==> src/rtl/led_seq_pkg.sv <==
// Shared types for the LED pattern sequencer: pattern modes, FSM states and
// the per-mode pass length.
package led_seq_pkg;

  typedef enum logic [1:0] {
    FILL     = 2'b00,
    CHASE    = 2'b01,
    PINGPONG = 2'b10,
    BLINK    = 2'b11
  } mode_e;

  typedef enum logic [1:0] {
    IDLE  = 2'b00,
    RUN   = 2'b01,
    PAUSE = 2'b10
  } state_e;

  // Number of steps in one full pass of a pattern over n LEDs.
  function automatic int unsigned steps_per_pass(mode_e mode, int unsigned n);
    case (mode)
      FILL, CHASE: return n;
      PINGPONG:    return 2 * n - 2;
      default:     return 2;
    endcase
  endfunction

endpackage

==> src/rtl/led_pattern_decode.sv <==
// Combinational step-to-LED mapping; each lane decides independently whether
// it is lit for the latched mode and current step.
module led_pattern_decode
  import led_seq_pkg::*;
#(
  parameter int NUM_LEDS = 18,
  parameter int SW       = $clog2(2 * NUM_LEDS)
) (
  input  mode_e               i_mode,
  input  logic [SW-1:0]       i_step,
  input  logic                i_active,
  output logic [NUM_LEDS-1:0] o_led
);

  localparam logic [SW-1:0] PP_TOP = SW'(2 * NUM_LEDS - 2);
  localparam logic [SW-1:0] N_SW   = SW'(NUM_LEDS);

  // Second half of a ping-pong pass walks back down from the top LED.
  logic [SW-1:0] w_pp_idx;
  assign w_pp_idx = (i_step < N_SW) ? i_step : PP_TOP - i_step;

  for (genvar g = 0; g < NUM_LEDS; g++) begin : g_lane
    localparam logic [SW-1:0] IDX = SW'(g);
    assign o_led[g] = i_active && (
      (i_mode == FILL     && IDX <= i_step)   ||
      (i_mode == CHASE    && IDX == i_step)   ||
      (i_mode == PINGPONG && IDX == w_pp_idx) ||
      (i_mode == BLINK    && i_step == '0));
  end

endmodule

==> src/rtl/led_pattern_seq.sv <==
// LED pattern sequencer: tick-driven step counter with programmable dwell,
// run/pause/idle control and mode/dwell latched only at entry and pass wrap.
module led_pattern_seq
  import led_seq_pkg::*;
#(
  parameter  int NUM_LEDS = 18,
  parameter  int DWELL_W  = 4,
  localparam int SW       = $clog2(2 * NUM_LEDS)
) (
  input  logic                CLK,
  input  logic                RESET,
  input  logic                PULSE,
  input  logic                ENABLE,
  input  logic                HOLD,
  input  logic [1:0]          MODE,
  input  logic [DWELL_W-1:0]  DWELL,
  output logic [NUM_LEDS-1:0] LED,
  output logic [SW-1:0]       STEP,
  output logic [1:0]          STATE,
  output logic                WRAP
);

  state_e             r_state, w_state;
  logic [SW-1:0]      r_step,  w_step;
  logic [DWELL_W-1:0] r_dcnt,  w_dcnt;
  mode_e              r_mode,  w_mode;
  logic [DWELL_W-1:0] r_dwell, w_dwell;
  logic               r_wrap,  w_wrap;
  logic [SW-1:0]      w_last;

  assign w_last = SW'(steps_per_pass(r_mode, NUM_LEDS) - 1);

  always_ff @(posedge CLK or posedge RESET) begin
    if (RESET) begin
      r_state <= IDLE;
      r_step  <= '0;
      r_dcnt  <= '0;
      r_mode  <= FILL;
      r_dwell <= '0;
      r_wrap  <= 1'b0;
    end else begin
      r_state <= w_state;
      r_step  <= w_step;
      r_dcnt  <= w_dcnt;
      r_mode  <= w_mode;
      r_dwell <= w_dwell;
      r_wrap  <= w_wrap;
    end
  end

  always_comb begin
    w_state = r_state;
    w_step  = r_step;
    w_dcnt  = r_dcnt;
    w_mode  = r_mode;
    w_dwell = r_dwell;
    w_wrap  = 1'b0;
    case (r_state)
      IDLE: begin
        w_step = '0;
        w_dcnt = '0;
        // A tick arriving on the entry edge is deliberately dropped.
        if (ENABLE) begin
          w_state = RUN;
          w_mode  = mode_e'(MODE);
          w_dwell = DWELL;
        end
      end
      RUN: begin
        if (!ENABLE) begin
          w_state = IDLE;
          w_step  = '0;
          w_dcnt  = '0;
        end else if (HOLD) begin
          w_state = PAUSE;
        end else if (PULSE) begin
          if (r_dcnt != r_dwell) begin
            w_dcnt = r_dcnt + 1'b1;
          end else begin
            w_dcnt = '0;
            if (r_step == w_last) begin
              w_step  = '0;
              w_wrap  = 1'b1;
              w_mode  = mode_e'(MODE);
              w_dwell = DWELL;
            end else begin
              w_step = r_step + 1'b1;
            end
          end
        end
      end
      PAUSE: begin
        if (!ENABLE) begin
          w_state = IDLE;
          w_step  = '0;
          w_dcnt  = '0;
        end else if (!HOLD) begin
          w_state = RUN;
        end
      end
      default: begin
        w_state = IDLE;
        w_step  = '0;
        w_dcnt  = '0;
      end
    endcase
  end

  led_pattern_decode #(
    .NUM_LEDS (NUM_LEDS),
    .SW       (SW)
  ) u_decode (
    .i_mode   (r_mode),
    .i_step   (r_step),
    .i_active (r_state != IDLE),
    .o_led    (LED)
  );

  assign STEP  = r_step;
  assign STATE = r_state;
  assign WRAP  = r_wrap;

endmodule

==> config.mk <==
export PLATFORM = sky130hd
export DESIGN_NAME = led_pattern_seq
export DESIGN_NICKNAME = d
export VERILOG_FILES = /design/src/rtl/led_seq_pkg.sv /design/src/rtl/led_pattern_decode.sv /design/src/rtl/led_pattern_seq.sv
export SDC_FILE = /design/constraint.sdc
export NUM_CORES = 1
export LEC_CHECK = 0
export CORE_UTILIZATION = 40
export CTS_CLUSTER_SIZE = 28
export DETAILED_ROUTE_END_ITERATION = 10
export DONT_BUFFER_PORTS = 1
export PLACE_DENSITY = 0.54
export SLEW_MARGIN = 25
export SYNTH_ARGS = -nofsm -noshare
export SYNTH_HDL_FRONTEND = slang
export SYNTH_HIERARCHICAL = 1
export SYNTH_SLANG_ARGS = --single-unit
==> constraint.sdc <==
create_clock -name CLK -period 3.51 [get_ports CLK]
set_input_delay 0.702 -clock CLK [delete_from_list [all_inputs] [get_ports CLK]]
set_output_delay 0.702 -clock CLK [all_outputs]
set_load 0.05 [all_outputs]
==> results of run 1 <==
[sequential cells by signal (all words and copies together) (netlist names)]
register and cells:
STEP 6, r_dcnt 4, r_dwell 4, STATE 2, r_mode 2, WRAP 1
[per-layer routing]
layer,vias to the layer above,part of all wire [%]
li1,992,-
met1,1012,49
met2,69,45
met3,4,5.3
met4,0,0.64
met5,-,0
[through the flow]
step	cell area (um^2)	total power, uW	cells	hold slack, ns
6_report	2327	793.9	333	0.4589
3_3_place_gp	2275	644.9	329	0.5281
5_1_grt	2327	844.1	333	0.5155
2_1_floorplan	2029	553.0	249	0.5024
4_1_cts	2320	800.9	333	0.4823
3_5_place_dp	2275	643.5	329	0.5319
[kinds of logic after synthesis]
family | Yosys count
AO/OA/AOI/OAI | 97
AND/OR/NAND/NOR | 85
buffers and inverters | 25
flip-flops | 19
adder cells (fa/ha/maj) | 9
multiplexers | 8
XOR/XNOR | 6
[worst min-delay path by stage]
stage | start | endpoint | cells past startpoint
2_1_floorplan | r_dwell[0] | r_dwell[0] | 1
3_3_place_gp | r_dwell[0] | r_dwell[0] | 1
3_5_place_dp | r_dwell[2] | r_dwell[2] | 1
4_1_cts | RESET | WRAP | 1
5_1_grt | RESET | r_mode[0] | 1
6_report | RESET | r_dwell[1] | 1
[placed cells by master, fill, tap and decap left out, types with 3 or more instances in the layout]
master	count
or2_2	6
inv_1	8
nor2_1	14
nand3_1	11
nor2b_1	4
and2_1	5
a21oi_1	18
buf_4	28
nand3b_1	3
a21o_1	3
dfrtp_1	19
nor4_1	3
clkbuf_8	3
o31a_1	5
o21ai_0	14
o22ai_1	9
o31ai_1	4
nand2b_1	6
or3_1	3
xnor2_1	4
mux2_2	6
nand2_1	9
ha_1	8
o21ai_1	4
nor3_1	5
or3b_2	4
o2bb2ai_1	4
[what timing repair did]
item                       in CTS  in global routing
setup endpoints to repair       0                 11
hold buffers                    0                  0
resized for setup               0                  1
[power by group]
| part | switching [uW] | internal (uW) | leakage [uW] |
|---|---|---|---|
| clock | 71.9 | 80.7 | 0.0000228 |
| combinational | 227 | 136 | 0.000666 |
| sequential | 42.6 | 236 | 0.000248 |
[cell type report]
class / instances / area [um^2] / area share [%]
Timing Repair Buffer: 29 / 230.2 / 9.892
Clock buffer: 4 / 45.04 / 1.935
Tap cell: 67 / 83.83 / 3.602
Multi-Input combinational cell: 205 / 1459 / 62.69
Inverter: 9 / 33.78 / 1.452
Sequential cell: 19 / 475.5 / 20.43
==> results.md, run 1 <==
- Worst path buffer plus inverter count: 1
- Final Worst Setup Slack: between 0.2 and 0.25 ns
- Minimum clock period: 3.302 ns
- Yosys cell types: 66
- Crit path launch: STEP[5]
- Max_slew headroom: 49.84%
- Gr busiest metal: met1
- Detailed-route via count: 2077
- Crit-path cells: or4_1 -> or2_2 -> o31a_1 -> o22ai_1 -> buf_4
- Required time of the critical path: 2.81 ns
- Worst min path class: in -> async
- Iteration-0 DRC Markers: 310
- RSZ-0062 raised after global routing: no
- Antenna Cells: 0
- Layout cells sized above 1: about a quarter
- Most frequently used flop master after synthesis: dfrtp_1
- Yosys top cell area share: roughly a quarter
- Crit Path Class: reg -> out
- Nets: 286
- Synth-to-Final Area Change: 15.46%
- Flop-to-flop setup slack: about 0.98 ns
- Synth area leaders: dfrtp_1, ha_1, a21oi_1
- Filler cells: slightly below 500
- Register area share after synthesis: a little under a quarter
- Setup TNS: 0 ns
- Total gr overflow: 0
- CP Max Fanout: 26
- CP arrival: ~2.6 ns
- Clk buf depth: 2
- Crit path depth: 5
- Final Hold Viols: 0
- Worst setup SP type: flip-flop
- Rows: 25
- Max cap viols: 0
- Post-CTS Setup Bufs: 0
- Post-Route WL: 5660 um
- Synth Cell Area: ~2000 um^2
- Initial antenna violation count: 0
- Die Y: 72.99 um
- Floorplan core area: ~4800 um^2
- Number of global-route vias before repair: about 1800
- Avg WL per Cell: between 15 and 20 um
- Initial core utilization: 42.12%
- Largest family of logic cells by synthesized area: compound AO/OA/AOI/OAI gates
- Synth Area in Adders: roughly 5.5%
- R2R depth: 7
- GRT Util Overall: 21.70%
- Reg-to-Reg Start: STEP[0]
- First-pass GRT wire length: 9045 um
- Post-synth EDFFs: 0
- Compound-Gate Fraction of Synth Area: 34.51%
- Status: finished, final reports clean
- Final ANT Viol Nets: 0
- Largest net degree at the start of global routing: 27
- Pre-Repair DR Iteration Count: 5
- GR Util met2: 31.79%
- Leakage power total: 0.0009374 uW
- Slew of the pin with the lowest slew margin: 0.7524 ns
- Synth top cells by count: a21oi_1, dfrtp_1, o21ai_0
- Remaining DRCs: 0
- Simple-gate portion of the synthesized area: 24.39%
- Setup crit end: LED[12]
- Reg-to-Reg End: r_dwell[0]
- Max IR drop VDD: between 0.00015 and 0.0002 V
- Die area: 5327 um^2
- Grt met3 use: 4.282%
- Pre-CTS worst setup slack: roughly 0.45 ns
- Multiplexer share of the synthesized area: 4.345%
- PwrDens: ~340 nW/um^2
- Post-synthesis average cell area: approximately 8 um^2
- Worst clock skew: 0.001676 ns
- Syn Nets: 268
- Post-synthesis xor/xnor area fraction: 2.607%
- Final Util: 48.63%
- M1 GR Usage: 32.60%
- Worst-Skew Late Latency: 0.25 ns
- GPL Wtd Cong: 0.8772
- Ports: 38
- Yosys Warn Count: 6
- Clk slew on worst S/H paths: around 0.070 ns
- Die X: approximately 73 um
- Crit-path leading delay family: simple AND/OR/NAND/NOR gates
- CTS HTree Levels: 1
- Clock root cell: clkbuf_8
- Clock Sinks: 19
- Total CTS buffers: 3
- Worst Setup End Kind: primary output
- Post-synthesis cell count: 249
- Final setup violation count: 0
- Final period utilization: 94.08%
- HPWL after detailed placement: 4211 um
- Fmax: 302.8 MHz
- Ys async rst share: 100.0%
- CP max-delay cell: or4_1
- CTS tree: done
- Port Buf Inserts: 0
- Final slew viol count: 0
- DR vias/cell: a little over 6
- Leading area contributor after synthesis: dfrtp_1
- #FFs+latches synth: 19
- CP peak stage delay: approximately 0.75 ns
No activity file was read; power rests on OpenSTA's default activity.
==> run 2: changes to the inputs <==
--- a/config.mk
+++ b/config.mk
@@ -10,7 +10,7 @@
 export DETAILED_ROUTE_END_ITERATION = 10
 export DONT_BUFFER_PORTS = 1
 export PLACE_DENSITY = 0.54
-export SLEW_MARGIN = 25
+export SLEW_MARGIN = 40
 export SYNTH_ARGS = -nofsm -noshare
 export SYNTH_HDL_FRONTEND = slang
 export SYNTH_HIERARCHICAL = 1
==> run 2 against run 1 <==
Via count is 0.34% higher; sequential share of layout area stayed put; final area stayed put; die area stayed put; sequential power hardly changed; critical path depth stayed put; clock power hardly changed; critical path type unchanged; clock skew hardly changed.
==> results.md, run 2 (synthesis results as in run 1) <==
- CTS tree: done
- Required time of the critical path: 2.81 ns (about the same)
- Max IR drop VDD: 0.0001640 V (about the same)
- Final ANT Viol Nets: 0 (unchanged)
- Worst min path class: in -> async
- Crit Path Class: reg -> out
- Minimum clock period: 3.301 ns (-0.0006360 ns)
- Detailed-route via count: 2084 (+0.34%)
- CP max-delay cell: or4_1
- Iteration-0 DRC Markers: 310 (unchanged)
- Final period utilization: 94.06% (about the same)
- Ports: 38 (unchanged)
- CP arrival: 2.60 ns (about the same)
- GPL Wtd Cong: 0.8772 (unchanged)
- Most frequent cells in the layout: buf_4, dfrtp_1, a21oi_1
- Total gr overflow: 0 (unchanged)
- Avg WL per Cell: 17.00 um (about the same)
- Layout cells sized above 1: 23.68% (unchanged)
- Floorplan core area: 4786 um^2 (unchanged)
- CTS HTree Levels: 1 (unchanged)
- Post-Route WL: 5661 um (about the same)
- Die Y: 72.99 um (unchanged)
- GRT Util Overall: 21.70% (unchanged)
- Rows: 25 (unchanged)
- Final slew viol count: 0 (unchanged)
- Worst-Skew Late Latency: 0.25 ns (about the same)
- Port Buf Inserts: 0 (unchanged)
- Antenna Cells: 0 (unchanged)
- Pre-Repair DR Iteration Count: 5 (unchanged)
- Commonest non-fill, non-tap cell in the layout: buf_4
- Max_slew headroom: 49.95% (+0.11 points)
- Synth-to-Final Area Change: 15.46% (unchanged)
- Fmax: 302.9 MHz (about the same)
- Worst setup SP type: flip-flop
- Clock root cell: clkbuf_8
- Clk slew on worst S/H paths: 0.07 ns (about the same)
- Clk buf depth: 2 (unchanged)
- RSZ-0062 raised after global routing: no
- Die X: 72.99 um (unchanged)
- HPWL after detailed placement: 4211 um (unchanged)
- Crit-path cells: or4_1 -> or2_2 -> o31a_1 -> o22ai_1 -> buf_4
- Max FFs per register: 6 (unchanged)
- Largest net degree at the start of global routing: 27 (unchanged)
- Setup TNS: 0 ns (unchanged)
- Worst Setup End Kind: primary output
- DR vias/cell: 6.258 (+0.34%)
- Flop-to-flop setup slack: 0.98 ns (about the same)
- CP Max Fanout: 26 (unchanged)
- Crit-path leading delay family: simple AND/OR/NAND/NOR gates
- Number of global-route vias before repair: 1813 (unchanged)
- CP peak stage delay: 0.75 ns (about the same)
- Final Util: 48.63% (unchanged)
- Initial core utilization: 42.12% (unchanged)
- Max cap viols: 0 (unchanged)
- PwrDens: 341.3 nW/um^2 (about the same)
- Final setup violation count: 0 (unchanged)
- Clock Sinks: 19 (unchanged)
- Status: finished, final reports clean
- Final Hold Viols: 0 (unchanged)
- Slew of the pin with the lowest slew margin: 0.7507 ns (-0.001718 ns)
- Leakage power total: 0.0009336 uW (-0.40%)
- Worst path buffer plus inverter count: 1 (unchanged)
- Remaining DRCs: 0 (unchanged)
- Nets: 286 (unchanged)
- Initial antenna violation count: 0 (unchanged)
- Die area: 5327 um^2 (unchanged)
- Worst clock skew: 0.001676 ns (-0.0000003600 ns)
- Number of hold buffers added after cts: 0 (unchanged)
- First-pass GRT wire length: 9045 um (unchanged)
- Total CTS buffers: 3 (unchanged)
## run 2: what timing repair did
action / in CTS / in global routing
resized for setup: 0 / 1
endpoints found under the setup margin: 0 / 11
setup buffers: 0 / 0
## run 2: report_power, final
| group | internal [uW] | switching (uW) | total (uW) |
|---|---|---|---|
| Clock | 80.7 | 71.9 | 153 |
| Combinational | 136 | 227 | 363 |
| Sequential | 236 | 42.6 | 279 |
| Total | 453 | 341 | 794 |
## run 2: layout make-up
type / count / area (um^2)
Multi-Input combinational cell: 205 / 1459
Inverter: 9 / 33.78
Fill cell: 488 / 2459
Clock buffer: 4 / 45.04
Timing Repair Buffer: 29 / 230.2
Sequential cell: 19 / 475.5
Tap cell: 67 / 83.83
## run 2: through the flow
stage | instance area (um^2) | total power, uW | hold WS, ns | worst slack, ns | instances
after floorplan | 2029 | 553.0 | 0.5024 | 0.003967 | 249
after global placement | 2275 | 644.9 | 0.5281 | 0.4742 | 329
after detailed placement | 2275 | 643.5 | 0.5319 | 0.4459 | 329
after CTS | 2320 | 800.9 | 0.4823 | 0.1491 | 333
after global routing | 2327 | 844.1 | 0.3794 | 0.04587 | 333
final | 2327 | 794.2 | 0.3492 | 0.2086 | 333
## run 2: path summary, 6_finish.rpt
kind,start,end,depth (start not counted)
max in group asynchronous,RESET,r_mode[1],1
worst max register to register,STEP[0],r_dwell[0],7
worst min register to register,r_dwell[2],r_dwell[2],1
min in group CLK,r_dwell[2],r_dwell[2],1
worst min-delay path,RESET,r_dwell[1],1
worst max-delay path,STEP[5],LED[12],5
## run 2: layer usage
metal	vias to the layer above	wire, um	global-route usage (%)
li1	993	-	-
met1	1013	2791	32.60
met2	74	2531	31.79
met3	4	302	4.282
met4	0	36	4.575
met5	-	0	0
==> edit 1 (config.mk and constraints of run 2) <==
The parameter `DWELL_W` goes from 4 to 6.
--- a/src/rtl/led_pattern_seq.sv
+++ b/src/rtl/led_pattern_seq.sv
@@ -6,3 +6,3 @@
   parameter  int NUM_LEDS = 18,
-  parameter  int DWELL_W  = 4,
+  parameter  int DWELL_W  = 6,
   localparam int SW       = $clog2(2 * NUM_LEDS)
Interface: changed (resized DWELL); port bits go from 38 to 40. The function was not compared with the original's and may differ.
==> edit 1 against run 2 <==
- critical endpoint is now LED[11]
- via count up 6.6%
- area after synthesis up 13%
- die area up 13%
- sequential share of layout area up 1.9 points
- routed wire length up 11%
- total power up 25%
- largest cell class unchanged
- final area up 11%
- sequential cell count up 4
- critical path depth up 1
- utilization down 1.9 points
- worst setup slack better by 0.013 ns
==> edit 1: results (changes against run 2) <==
[logic_synthesis]
syn_nets = 293  ; +9.3%
ys_top_cells_by_area = dfrtp_1, mux2_4, ha_1
syn_inst = 272  ; +9.2%
synth.distinct_cells = 65  ; -1.5%

[drt]
vias = 2221  ; +6.6%
avgRoutedWirePerCell_microns = 17.5  ; +3.0%
drt_iter0_drc = 228  ; -26%

[grt]
grt_max_degree = 24  ; -11%
grt_pass1_vias = 2027  ; +12%
grt_usage = 0.215  ; -0.00228

[placed_design]
dp_slack_ns = 0.553  ; +0.107 ns
dp_hpwl_microns = 4550  ; +8.0%

[cells_and_area]
fin_nets = 309  ; +8.0%
drive_gt1_frac = 0.216  ; -0.0208

[setup_path]
crit_path_top_delay_cell = a32oi_1
cp_slowest_stage_delay_ns = 0.51  ; -0.24 ns
cp_max_fo = 7  ; -73%
worstPathArrival_ns = 2.59  ; about the same

[power_and_ir_drop]
switchingPower_mw = 0.437  ; +28%
ir_drop_uv = 224  ; +37%
pwr-share-seq = 0.355  ; +0.004
p_leak_nw = 1.05  ; +12%

[clock_network]
clkTransAtPathRegs_ns = 0.09  ; +0.02 ns
clock_latency_ns = 0.27  ; +0.02 ns

[sta]
worstMarginPinSlew_ns = 0.694  ; -0.0567 ns
finClkSkew_ns = 0.00480  ; +0.00313 ns

[outcome]
status = finished, final reports clean

-- edit 1: cell count changes after synthesis, moves of 4 or more --
cell / change
mux2_4: +8
o21ai_1: +4
xor2_1: +4
nand3_1: +4
mux2_2: -6
dfrtp_1: +4
nand2b_1: +4
-- edit 1: per-layer routing --
metal  vias to the layer above  share of wire  global-route usage  wire, microns
met3                        12          0.062              0.0447            387
met1                      1074           0.48               0.328           3050
met5                         -              0                   0              0
li1                       1068              -                   -              -
met4                         0          0.018              0.0547            114
met2                        67           0.44               0.300           2740
-- edit 1: worst paths after layout --
check	cells past startpoint	endpoint	slack, ns
min	1	r_dwell[4]$_DFFE_PP0P_	0.33
max	6	LED[11]	0.22
min reg2reg	1	r_dwell[5]$_DFFE_PP0P_	0.54
max in group asynchronous	1	STATE[1]$_DFFE_PP0P_	2.83
min in group CLK	1	WRAP$_DFF_PP0_	0.50
max reg2reg	6	r_dwell[1]$_DFFE_PP0P_	0.75
-- edit 1: area by class of cell --
cell class | count | area [sq um]
clock buffer | 3 | 41.3
inverter | 8 | 30.0
multi-input combinational | 223 | 1600
clock inverter | 1 | 7.51
tap | 72 | 90.1
fill | 571 | 2930
timing repair buffer | 29 | 230
sequential | 23 | 576
-- edit 1: logic make-up (layout without fill, tap and decap cells) --
logic type	count (synthesis)	in the layout	share of synthesized area
compound gates	97	97	0.299
simple gates	97	97	0.250
buf+inv	26	41	0.0500
flops	23	23	0.253
mux	11	11	0.0660
xor+xnor	10	10	0.0385
fa+ha+maj	8	8	0.0440
==> edit 2 (flow settings as in run 2) <==
Made on the original files. Add an input register stage for `PULSE`, `ENABLE`, `HOLD`, `MODE` and `DWELL`, without a reset; this delays them by one clock.
--- a/src/rtl/led_pattern_seq.sv
+++ b/src/rtl/led_pattern_seq.sv
@@ -21,2 +21,16 @@
 );
+
+  logic PULSE_q;
+  logic ENABLE_q;
+  logic HOLD_q;
+  logic [1:0] MODE_q;
+  logic [DWELL_W-1:0] DWELL_q;
+
+  always_ff @(posedge CLK) begin
+    PULSE_q  <= PULSE;
+    ENABLE_q <= ENABLE;
+    HOLD_q   <= HOLD;
+    MODE_q   <= MODE;
+    DWELL_q  <= DWELL;
+  end
 
@@ -62,6 +76,6 @@
         // A tick arriving on the entry edge is deliberately dropped.
-        if (ENABLE) begin
+        if (ENABLE_q) begin
           w_state = RUN;
-          w_mode  = mode_e'(MODE);
-          w_dwell = DWELL;
+          w_mode  = mode_e'(MODE_q);
+          w_dwell = DWELL_q;
         end
@@ -69,3 +83,3 @@
       RUN: begin
-        if (!ENABLE) begin
+        if (!ENABLE_q) begin
           w_state = IDLE;
@@ -73,5 +87,5 @@
           w_dcnt  = '0;
-        end else if (HOLD) begin
+        end else if (HOLD_q) begin
           w_state = PAUSE;
-        end else if (PULSE) begin
+        end else if (PULSE_q) begin
           if (r_dcnt != r_dwell) begin
@@ -83,4 +97,4 @@
               w_wrap  = 1'b1;
-              w_mode  = mode_e'(MODE);
-              w_dwell = DWELL;
+              w_mode  = mode_e'(MODE_q);
+              w_dwell = DWELL_q;
             end else begin
@@ -92,3 +106,3 @@
       PAUSE: begin
-        if (!ENABLE) begin
+        if (!ENABLE_q) begin
           w_state = IDLE;
@@ -96,3 +110,3 @@
           w_dcnt  = '0;
-        end else if (!HOLD) begin
+        end else if (!HOLD_q) begin
           w_state = RUN;
Behaviour: not the same (a bounded check fails within 4 cycles, from zero or initial values and one cycle with RESET high).
==> edit 2 against run 2 <==
- final area rose by 12%
- routed wire length increased by 5.0%
- total power is 14% higher
- sequential cell count rose by 9
- register-to-register slack better by 0.08 ns
- utilization grew 0.92 points
- combinational power decreased by 6.9%
- worst setup slack improved by 0.0066 ns
- area after synthesis rose by 10%
==> edit 2: results (changes against run 2) <==
[clock_network]
cts_inserted_buffers = 3  ; unchanged
clockRootBuffer = clkbuf_8
h-tree-depth = 1  ; unchanged
clockBufferDepth = 2  ; unchanged
cts_setup_buffers = 0  ; unchanged
clkTransAtPathRegs_ns = 0.10  ; +0.03 ns
clock_latency_ns = 0.28  ; +0.03 ns

[placed_design]
dp_hpwl_microns = 4450  ; +5.6%
port_buffers = 0  ; unchanged
dpl_cell_area_sq_mm = 0.00253  ; +11%
gp_congestion = 0.844  ; -3.8%

[cells_and_area]
largest_register_ffs = 6  ; unchanged
num_antenna_cells = 0  ; unchanged
fin_nets = 306  ; +7.0%
drive_gt1_frac = 0.231  ; -0.00607

[logic_synthesis]
ys_top_cells_by_area = dfrtp_1, dfxtp_1, o21ai_0
synthArstFlopShare = 0.679  ; -0.321
ys_warn_count = 6  ; unchanged
synth.distinct_cells = 60  ; -9.1%
synthTopCellsByCount = o21ai_0, a21oi_1, dfrtp_1
synthFlopType = dfrtp_1
seq_area_frac_synth = 0.294  ; +0.0585
syn_nets = 282  ; +5.2%

[setup_path]
rr_startpoint = STEP[4]$_DFFE_PP0P_
setup.worst_path.start = STEP[0]$_DFFE_PP0P_
rrSetupSlack_ns = 1.06  ; +0.08 ns
worstPathArrival_ns = 2.59  ; about the same
rr_worst_depth = 6  ; -1
cp_slowest_stage_delay_ns = 0.61  ; -0.14 ns
cp_max_fo = 10  ; -62%
cpLargestDelayFamily = simple AND/OR/NAND/NOR gates
crit_path_top_delay_cell = or4b_2

[drt]
drtPass1Iterations = 4  ; -1
drt_iter0_drc = 140  ; -55%
viasPerCell = 6.10  ; -2.5%
totalWireLength_microns = 5940  ; +5.0%

[sta]
worstMarginPinSlew_ns = 0.732  ; -0.0184 ns
finClkSkew_ns = 0.00711  ; +0.00544 ns
hold_ws_ns = 0.430  ; +0.0809 ns

[min_path]
hold_class = input port to async pin

[power_and_ir_drop]
ir_drop_uv = 318  ; +94%
p_leak_nw = 1.08  ; +16%

[outcome]
status = finished, final reports clean

[grt]
grt_max_degree = 22  ; -19%
grt_usage = 0.204  ; -0.0130
grt_pass1_wl_microns = 9870  ; +9.1%
antenna_found_initial = 0  ; unchanged
grt_pass1_vias = 2019  ; +11%

[job]
maxCapViolations = 0  ; unchanged

[edit 2: final timing paths]
path | endpoint
worst max-delay path | LED[16]
worst min-delay path | r_dcnt[1]$_DFFE_PP0P_
worst max register to register | r_mode[0]$_DFFE_PP0P_
worst min register to register | STATE[1]$_DFFE_PP0P_
max in group asynchronous | r_dwell[1]$_DFFE_PP0P_
min in group CLK | HOLD_q$_DFF_P_
[edit 2: layer usage]
layer | part of all wire | GRT usage
met5 | 0 | 0
met3 | 0.054 | 0.0359
met1 | 0.49 | 0.294
met2 | 0.45 | 0.315
met4 | 0.0040 | 0.0462
[edit 2: kinds of logic after synthesis]
logic type,after synthesis,share of synthesized area
buffers and inverters,22,0.0404
multiplexers,8,0.0494
adder cells (fa/ha/maj),8,0.0449
AND/OR/NAND/NOR,94,0.253
XOR/XNOR,6,0.0236
flip-flops,28,0.294
AO/OA/AOI/OAI,97,0.294
[edit 2: layout make-up]
cell class	instances	area (sq um)
fill	515	2640
timing repair buffer	34	268
inverter	7	26.3
tap	70	87.6
clock buffer	4	55.1
sequential	28	656
multi-input combinational	213	1500
[edit 2: stage by stage]
| step | setup slack, ns | power, mW | instances |
|---|---|---|---|
| after floorplan | 0.00792 | 0.627 | 263 |
| after global placement | 0.553 | 0.715 | 352 |
| after detailed placement | 0.481 | 0.713 | 352 |
| after CTS | 0.171 | 0.915 | 356 |
| after global routing | 0.101 | 0.952 | 356 |
| final | 0.215 | 0.909 | 356 |
[edit 2: power by group]
group,internal (mW),total [mW],switching [mW]
Combinational,0.125,0.338,0.213
Sequential,0.342,0.370,0.0279
Clock,0.100,0.200,0.0995
Total,0.568,0.909,0.340
[edit 2: what timing repair did]
action                     4_1_cts  5_1_grt
hold buffers                     0        0
resized for setup                0        1
hold endpoints to repair         0        0
setup endpoints to repair        0        2
